--- config.mk ---
export PLATFORM = sky130hd
export DESIGN_NAME = toy_bus_dbg_initiator
export DESIGN_NICKNAME = d
export VERILOG_FILES = /design/src/rtl/toy_bus_dbg_initiator.sv
export SDC_FILE = /design/constraint.sdc
export NUM_CORES = 1
export LEC_CHECK = 0
export BUFFER_PORTS_ARGS = -buffer_cell sky130_fd_sc_hd__buf_2
export CAP_MARGIN = 10
export CELL_PAD_IN_SITES_DETAIL_PLACEMENT = 1
export CELL_PAD_IN_SITES_GLOBAL_PLACEMENT = 1
export CORE_MARGIN = 2
export CORE_UTILIZATION = 38
export CTS_CLUSTER_SIZE = 28
export DETAILED_ROUTE_END_ITERATION = 8
export HOLD_SLACK_MARGIN = 0.02
export PLACE_DENSITY_LB_ADDON = 0.1
export SLEW_MARGIN = 20
export SYNTH_ARGS = -nofsm -noshare
export SYNTH_HDL_FRONTEND = slang
export SYNTH_SLANG_ARGS = --single-unit
--- constraint.sdc ---
create_clock -name clk -period 3.6 [get_ports clk]
set_input_delay 0.18 -clock clk [delete_from_list [all_inputs] [get_ports clk]]
set_output_delay 0.18 -clock clk [all_outputs]
set_load 0.1 [all_outputs]
--- src/rtl/toy_bus_dbg_initiator.sv ---
// toy_bus_dbg_initiator
//   Debug-side toy bus initiator. Takes single-beat read/write commands from
//   the local debug controller, issues them as ToyBusReq with this node's
//   source ID, and for reads waits for the matching ToyBusAck. One
//   transaction outstanding at a time; a timeout guard answers a read with
//   an error response if no matching ack arrives.
//
// Parameters
//   NODE_ID : this node's ID (net_req_src_id, ack target filter)
//   TO_W    : ack-timeout counter width (timeout after 2^TO_W-1 wait cycles)
//
// Ports
//   clk, rst_n                 clock, asynchronous active-low reset
//   cmd_*                      local command channel (vld/rdy handshake)
//   rsp_*                      local response channel (vld/rdy handshake)
//   net_req_*                  network request channel (vld/rdy handshake)
//   net_ack_*                  network ack channel (always ready)
module toy_bus_dbg_initiator #(
   parameter logic [3:0]  NODE_ID = 4'd1,
   parameter int unsigned TO_W    = 8
) (
   input  logic        clk,
   input  logic        rst_n,
   input  logic        cmd_vld,
   output logic        cmd_rdy,
   input  logic [31:0] cmd_addr,
   input  logic [31:0] cmd_data,
   input  logic [3:0]  cmd_strb,
   input  logic        cmd_opcode,
   input  logic [3:0]  cmd_tgt_id,
   output logic        rsp_vld,
   input  logic        rsp_rdy,
   output logic [31:0] rsp_data,
   output logic        rsp_err,
   output logic        rsp_opcode,
   output logic        net_req_vld,
   input  logic        net_req_rdy,
   output logic [31:0] net_req_addr,
   output logic [31:0] net_req_data,
   output logic [3:0]  net_req_strb,
   output logic        net_req_opcode,
   output logic [3:0]  net_req_src_id,
   output logic [3:0]  net_req_tgt_id,
   input  logic        net_ack_vld,
   output logic        net_ack_rdy,
   input  logic        net_ack_opcode,
   input  logic [31:0] net_ack_data,
   input  logic [3:0]  net_ack_src_id,
   input  logic [3:0]  net_ack_tgt_id
);

   typedef enum logic [1:0] {
      IDLE,
      REQ,
      WAIT_ACK,
      RESP
   } state_t;

   // Counter is cleared on the request handshake, so the last waiting cycle
   // sees all-ones minus one; the registered transition then lands RESP
   // exactly 2^TO_W cycles after the handshake.
   localparam logic [TO_W-1:0] CNT_LAST = {TO_W{1'b1}} - TO_W'(1);

   state_t          state;
   logic [31:0]     addr_q;
   logic [31:0]     data_q;
   logic [3:0]      strb_q;
   logic            op_q;
   logic [3:0]      tgt_q;
   logic [31:0]     rdata_q;
   logic            err_q;
   logic [TO_W-1:0] cnt;
   logic            cmd_rdy_q;
   logic            req_vld_q;
   logic            rsp_vld_q;
   logic            ack_match;

   // Ack opcode and source are not needed to match a response.
   logic unused_ack_fields;
   assign unused_ack_fields = ^{net_ack_opcode, net_ack_src_id};

   assign ack_match = net_ack_vld && (net_ack_tgt_id == NODE_ID);

   always_ff @(posedge clk or negedge rst_n) begin
      if (!rst_n) begin
         state     <= IDLE;
         addr_q    <= '0;
         data_q    <= '0;
         strb_q    <= '0;
         op_q      <= 1'b0;
         tgt_q     <= '0;
         rdata_q   <= '0;
         err_q     <= 1'b0;
         cnt       <= '0;
         cmd_rdy_q <= 1'b1;
         req_vld_q <= 1'b0;
         rsp_vld_q <= 1'b0;
      end else begin
         case (state)
            IDLE: begin
               if (cmd_vld) begin
                  addr_q    <= cmd_addr;
                  data_q    <= cmd_data;
                  strb_q    <= cmd_strb;
                  op_q      <= cmd_opcode;
                  tgt_q     <= cmd_tgt_id;
                  rdata_q   <= '0;
                  err_q     <= 1'b0;
                  cmd_rdy_q <= 1'b0;
                  req_vld_q <= 1'b1;
                  state     <= REQ;
               end
            end
            REQ: begin
               if (net_req_rdy) begin
                  req_vld_q <= 1'b0;
                  cnt       <= '0;
                  if (op_q) begin
                     // Writes are not acked; the request handshake completes them.
                     rsp_vld_q <= 1'b1;
                     state     <= RESP;
                  end else begin
                     state <= WAIT_ACK;
                  end
               end
            end
            WAIT_ACK: begin
               // A matching ack takes priority over a coincident timeout.
               if (ack_match) begin
                  rdata_q   <= net_ack_data;
                  err_q     <= 1'b0;
                  rsp_vld_q <= 1'b1;
                  state     <= RESP;
               end else if (cnt == CNT_LAST) begin
                  rdata_q   <= '0;
                  err_q     <= 1'b1;
                  rsp_vld_q <= 1'b1;
                  state     <= RESP;
               end else begin
                  cnt <= cnt + TO_W'(1);
               end
            end
            RESP: begin
               if (rsp_rdy) begin
                  rsp_vld_q <= 1'b0;
                  cmd_rdy_q <= 1'b1;
                  state     <= IDLE;
               end
            end
            default: begin
               cmd_rdy_q <= 1'b1;
               req_vld_q <= 1'b0;
               rsp_vld_q <= 1'b0;
               state     <= IDLE;
            end
         endcase
      end
   end

   assign cmd_rdy        = cmd_rdy_q;
   assign net_req_vld    = req_vld_q;
   assign net_req_addr   = addr_q;
   assign net_req_data   = data_q;
   assign net_req_strb   = strb_q;
   assign net_req_opcode = op_q;
   assign net_req_src_id = NODE_ID;
   assign net_req_tgt_id = tgt_q;
   assign net_ack_rdy    = 1'b1;
   assign rsp_vld        = rsp_vld_q;
   assign rsp_data       = rdata_q;
   assign rsp_err        = err_q;
   assign rsp_opcode     = op_q;

endmodule
==> metrics.txt <==
vias in the first global route 4540; Layout fillers 1259; dpl ws 1.23 ns; post-synthesis sequential area ratio 0.629; Die H 116 um; CP max-delay cell or4_1; largest net degree at the start of global routing 90; r2r setup slk 1.25 ns; clock sink total 119; final net count 792; CTS tree done; First DRT Iteration DRCs 165; CP top delay family simple AND/OR/NAND/NOR gates; HPWL Detailed 8.82 mm; WL/cell 19.2 um; Via density 4.78; clk slew on worst S/H paths 0.06 ns; M1 GR Usage 0.280; crit-path max FO 12; HP Class in2reg; worst path bufs/invs 1; Synth area leader dfrtp_1; Rows 40; final worst setup slack 1.25 ns; FMAX 425 MHz; CTS buffer count 17; max-cap viol count 0; Antenna diodes 0; post-CTS setup buffers 0; Core ar. 12100 um2; max-slew violations 0; Root Driver clkbuf_16; clk_lat worst skew 0.41 ns; Die Wd 116 um; Startpoint Class flop; Synth cell types 40; IO buf count 224; final hold vios 0; Avg Cell Area, Syn 14.4 um2; GR Util met2 0.439; 1st-pass router iterations 4; GRT Max-Usage Layer met2; initial antenna violation count 0; Max Root-Sink Buffers 2; Post-Synthesis Cells 330; Area contributors post-synth dfrtp_1 62%, mux2_1 17%, a22o_1 5.9%, ha_1 1.8%, a21oi_1 1.1%; Syn. warnings 0; fin crit share 0.653; aggregate global routing overflow 0; DIE AREA 13400 um2; Arr. time, crit path 2.68 ns; vias 4037; final wirelength 16.2 mm; final setup TNS 0 ns; crit-path cells inv_1 -> ha_1 -> mux2i_1 -> a41oi_2 -> nand2_2 -> or4_1 -> a21oi_1; I/O pins 235; Overall Global Routing Usage 0.243; unrepaired setup endpoints after global routing false; crit path time final 2.35 ns; count of final setup violators 0; DRT antenna net count 0; first-pass GRT wire length 24.7 mm; Multi-input gate area 1640 um2; Layout area overhead 61.4%; FF+latch area 2980 um2; crit path capture type flop; GR Layer Usage met3 0.0664; final core occ 0.631; H-tree depth 4; #FFs+latches synth 119; worst rel slew slack 0.319; worst slew pin tran 1.02 ns; max incr delay on CP 0.49 ns; status complete, no violations; CP required 3.93 ns; share of cells above drive strength 1 0.395; final estimated routing congestion in global placement 0.785; Post-route DRC 0; initial core utilization 0.391; Cell Area, Synth 4740 um2; post-synth top area share 0.623; final worst clock skew 0.00955 ns; Setup Crit Path Kind reg2reg
[tightest hold or removal path: cells and delay by family]
| family | cells | cell delay, ns |
|---|---|---|
| buf+inv | 1 | 0.12 |
| compound gates | 2 | 0.19 |
[cells in the mapped netlist (all sizes together)]
cell / n
and2: 1
a22oi: 1
nand2: 13
nand3: 7
ha: 7
o21ai: 7
clkbuf: 10
and4: 1
a21oi: 10
nor2: 4
and3: 1
a31oi: 2
nand4: 2
a211oi: 1
conb: 2
inv: 6
nor3b: 1
nand2b: 1
o221ai: 2
a41oi: 1
nor2b: 1
mux2i: 2
o31ai: 3
dfstp: 1
o211ai: 1
mux2: 73
dfrtp: 118
xor2: 1
nand3b: 1
a32o: 1
or3: 4
a22o: 32
or4: 1
buf: 11
[placed cells by master (no fill, tap or decap), types with 2 or more instances in the layout]
cell type,instances
a21oi_1,10
a22o_1,32
a31oi_1,2
buf_2,223
buf_4,4
bufinv_16,3
clkbuf_1,2
clkbuf_16,17
clkinv_2,5
clkinvlp_4,2
conb_1,5
dfrtp_1,118
dlygate4sd3_1,106
ha_1,7
inv_1,6
mux2_1,70
mux2_2,3
mux2i_1,2
nand2_1,11
nand3_1,6
nand4_1,2
nor2_1,3
o21ai_0,2
o21ai_1,5
o221ai_1,2
o31ai_1,3
or3_1,4
[per-stage QoR]
step / hold slack [ns] / cell area, um2 / std cells
6_report: 0.0888 / 7640 / 844
5_1_grt: 0.0969 / 7640 / 844
4_1_cts: 0.0393 / 7630 / 843
3_5_place_dp: 0.395 / 6000 / 708
3_3_place_gp: 0.393 / 6000 / 708
2_1_floorplan: -0.116 / 4750 / 333
[metal layers]
layer / routed length (um) / vias to the layer above
met3: 1000 / 18
met5: 0 / -
met4: 262 / 0
li1: - / 1855
met2: 8510 / 155
met1: 6400 / 2009
[repair_timing]
action	CTS	global route
setup endpoints to repair	0	0
hold endpoints to repair	105	86
hold buffers	105	1
resized for setup	0	0
[area by class of cell]
class | count | area share
timing repair buffer | 334 | 0.290
multi-input combinational | 187 | 0.214
clock buffer | 20 | 0.0584
clock inverter | 10 | 0.0170
sequential | 119 | 0.390
inverter | 6 | 0.00295
tap | 168 | 0.0275
[flip-flops by register name, indices dropped and copies added, names as in the netlist]
name / cells
net_req_addr: 32
rsp_data: 32
cmd_rdy: 1
net_req_tgt_id: 4
rsp_vld: 1
net_req_strb: 4
net_req_data: 32
cnt: 8
net_req_opcode: 1
rsp_err: 1
net_req_vld: 1
state: 2
[cells by family (layout without fill, tap and decap cells)]
| group | after synthesis | after routing | share of synthesized area |
|---|---|---|---|
| buf+inv | 27 | 370 | 0.0301 |
| compound gates | 61 | 61 | 0.0985 |
| fa+ha+maj | 7 | 7 | 0.0185 |
| simple gates | 38 | 38 | 0.0428 |
| other cells | 2 | 5 | 0.00159 |
| xor+xnor | 1 | 1 | 0.00185 |
| mux | 75 | 75 | 0.178 |
| flops | 119 | 119 | 0.629 |
[final timing paths]
kind	cells past startpoint	to	start
setup / recovery	7	cnt[5]	state[0]
hold / removal	3	cmd_rdy	rsp_rdy
setup reg to reg	7	cnt[5]	state[0]
hold reg to reg	1	net_req_tgt_id[0]	net_req_tgt_id[0]
max in group asynchronous	3	cnt[1]	rst_n
min in group asynchronous	2	net_req_data[26]	rst_n
Power is not shown: default switching activity piles up to over one toggle a cycle in this logic, so the estimate is an artifact.
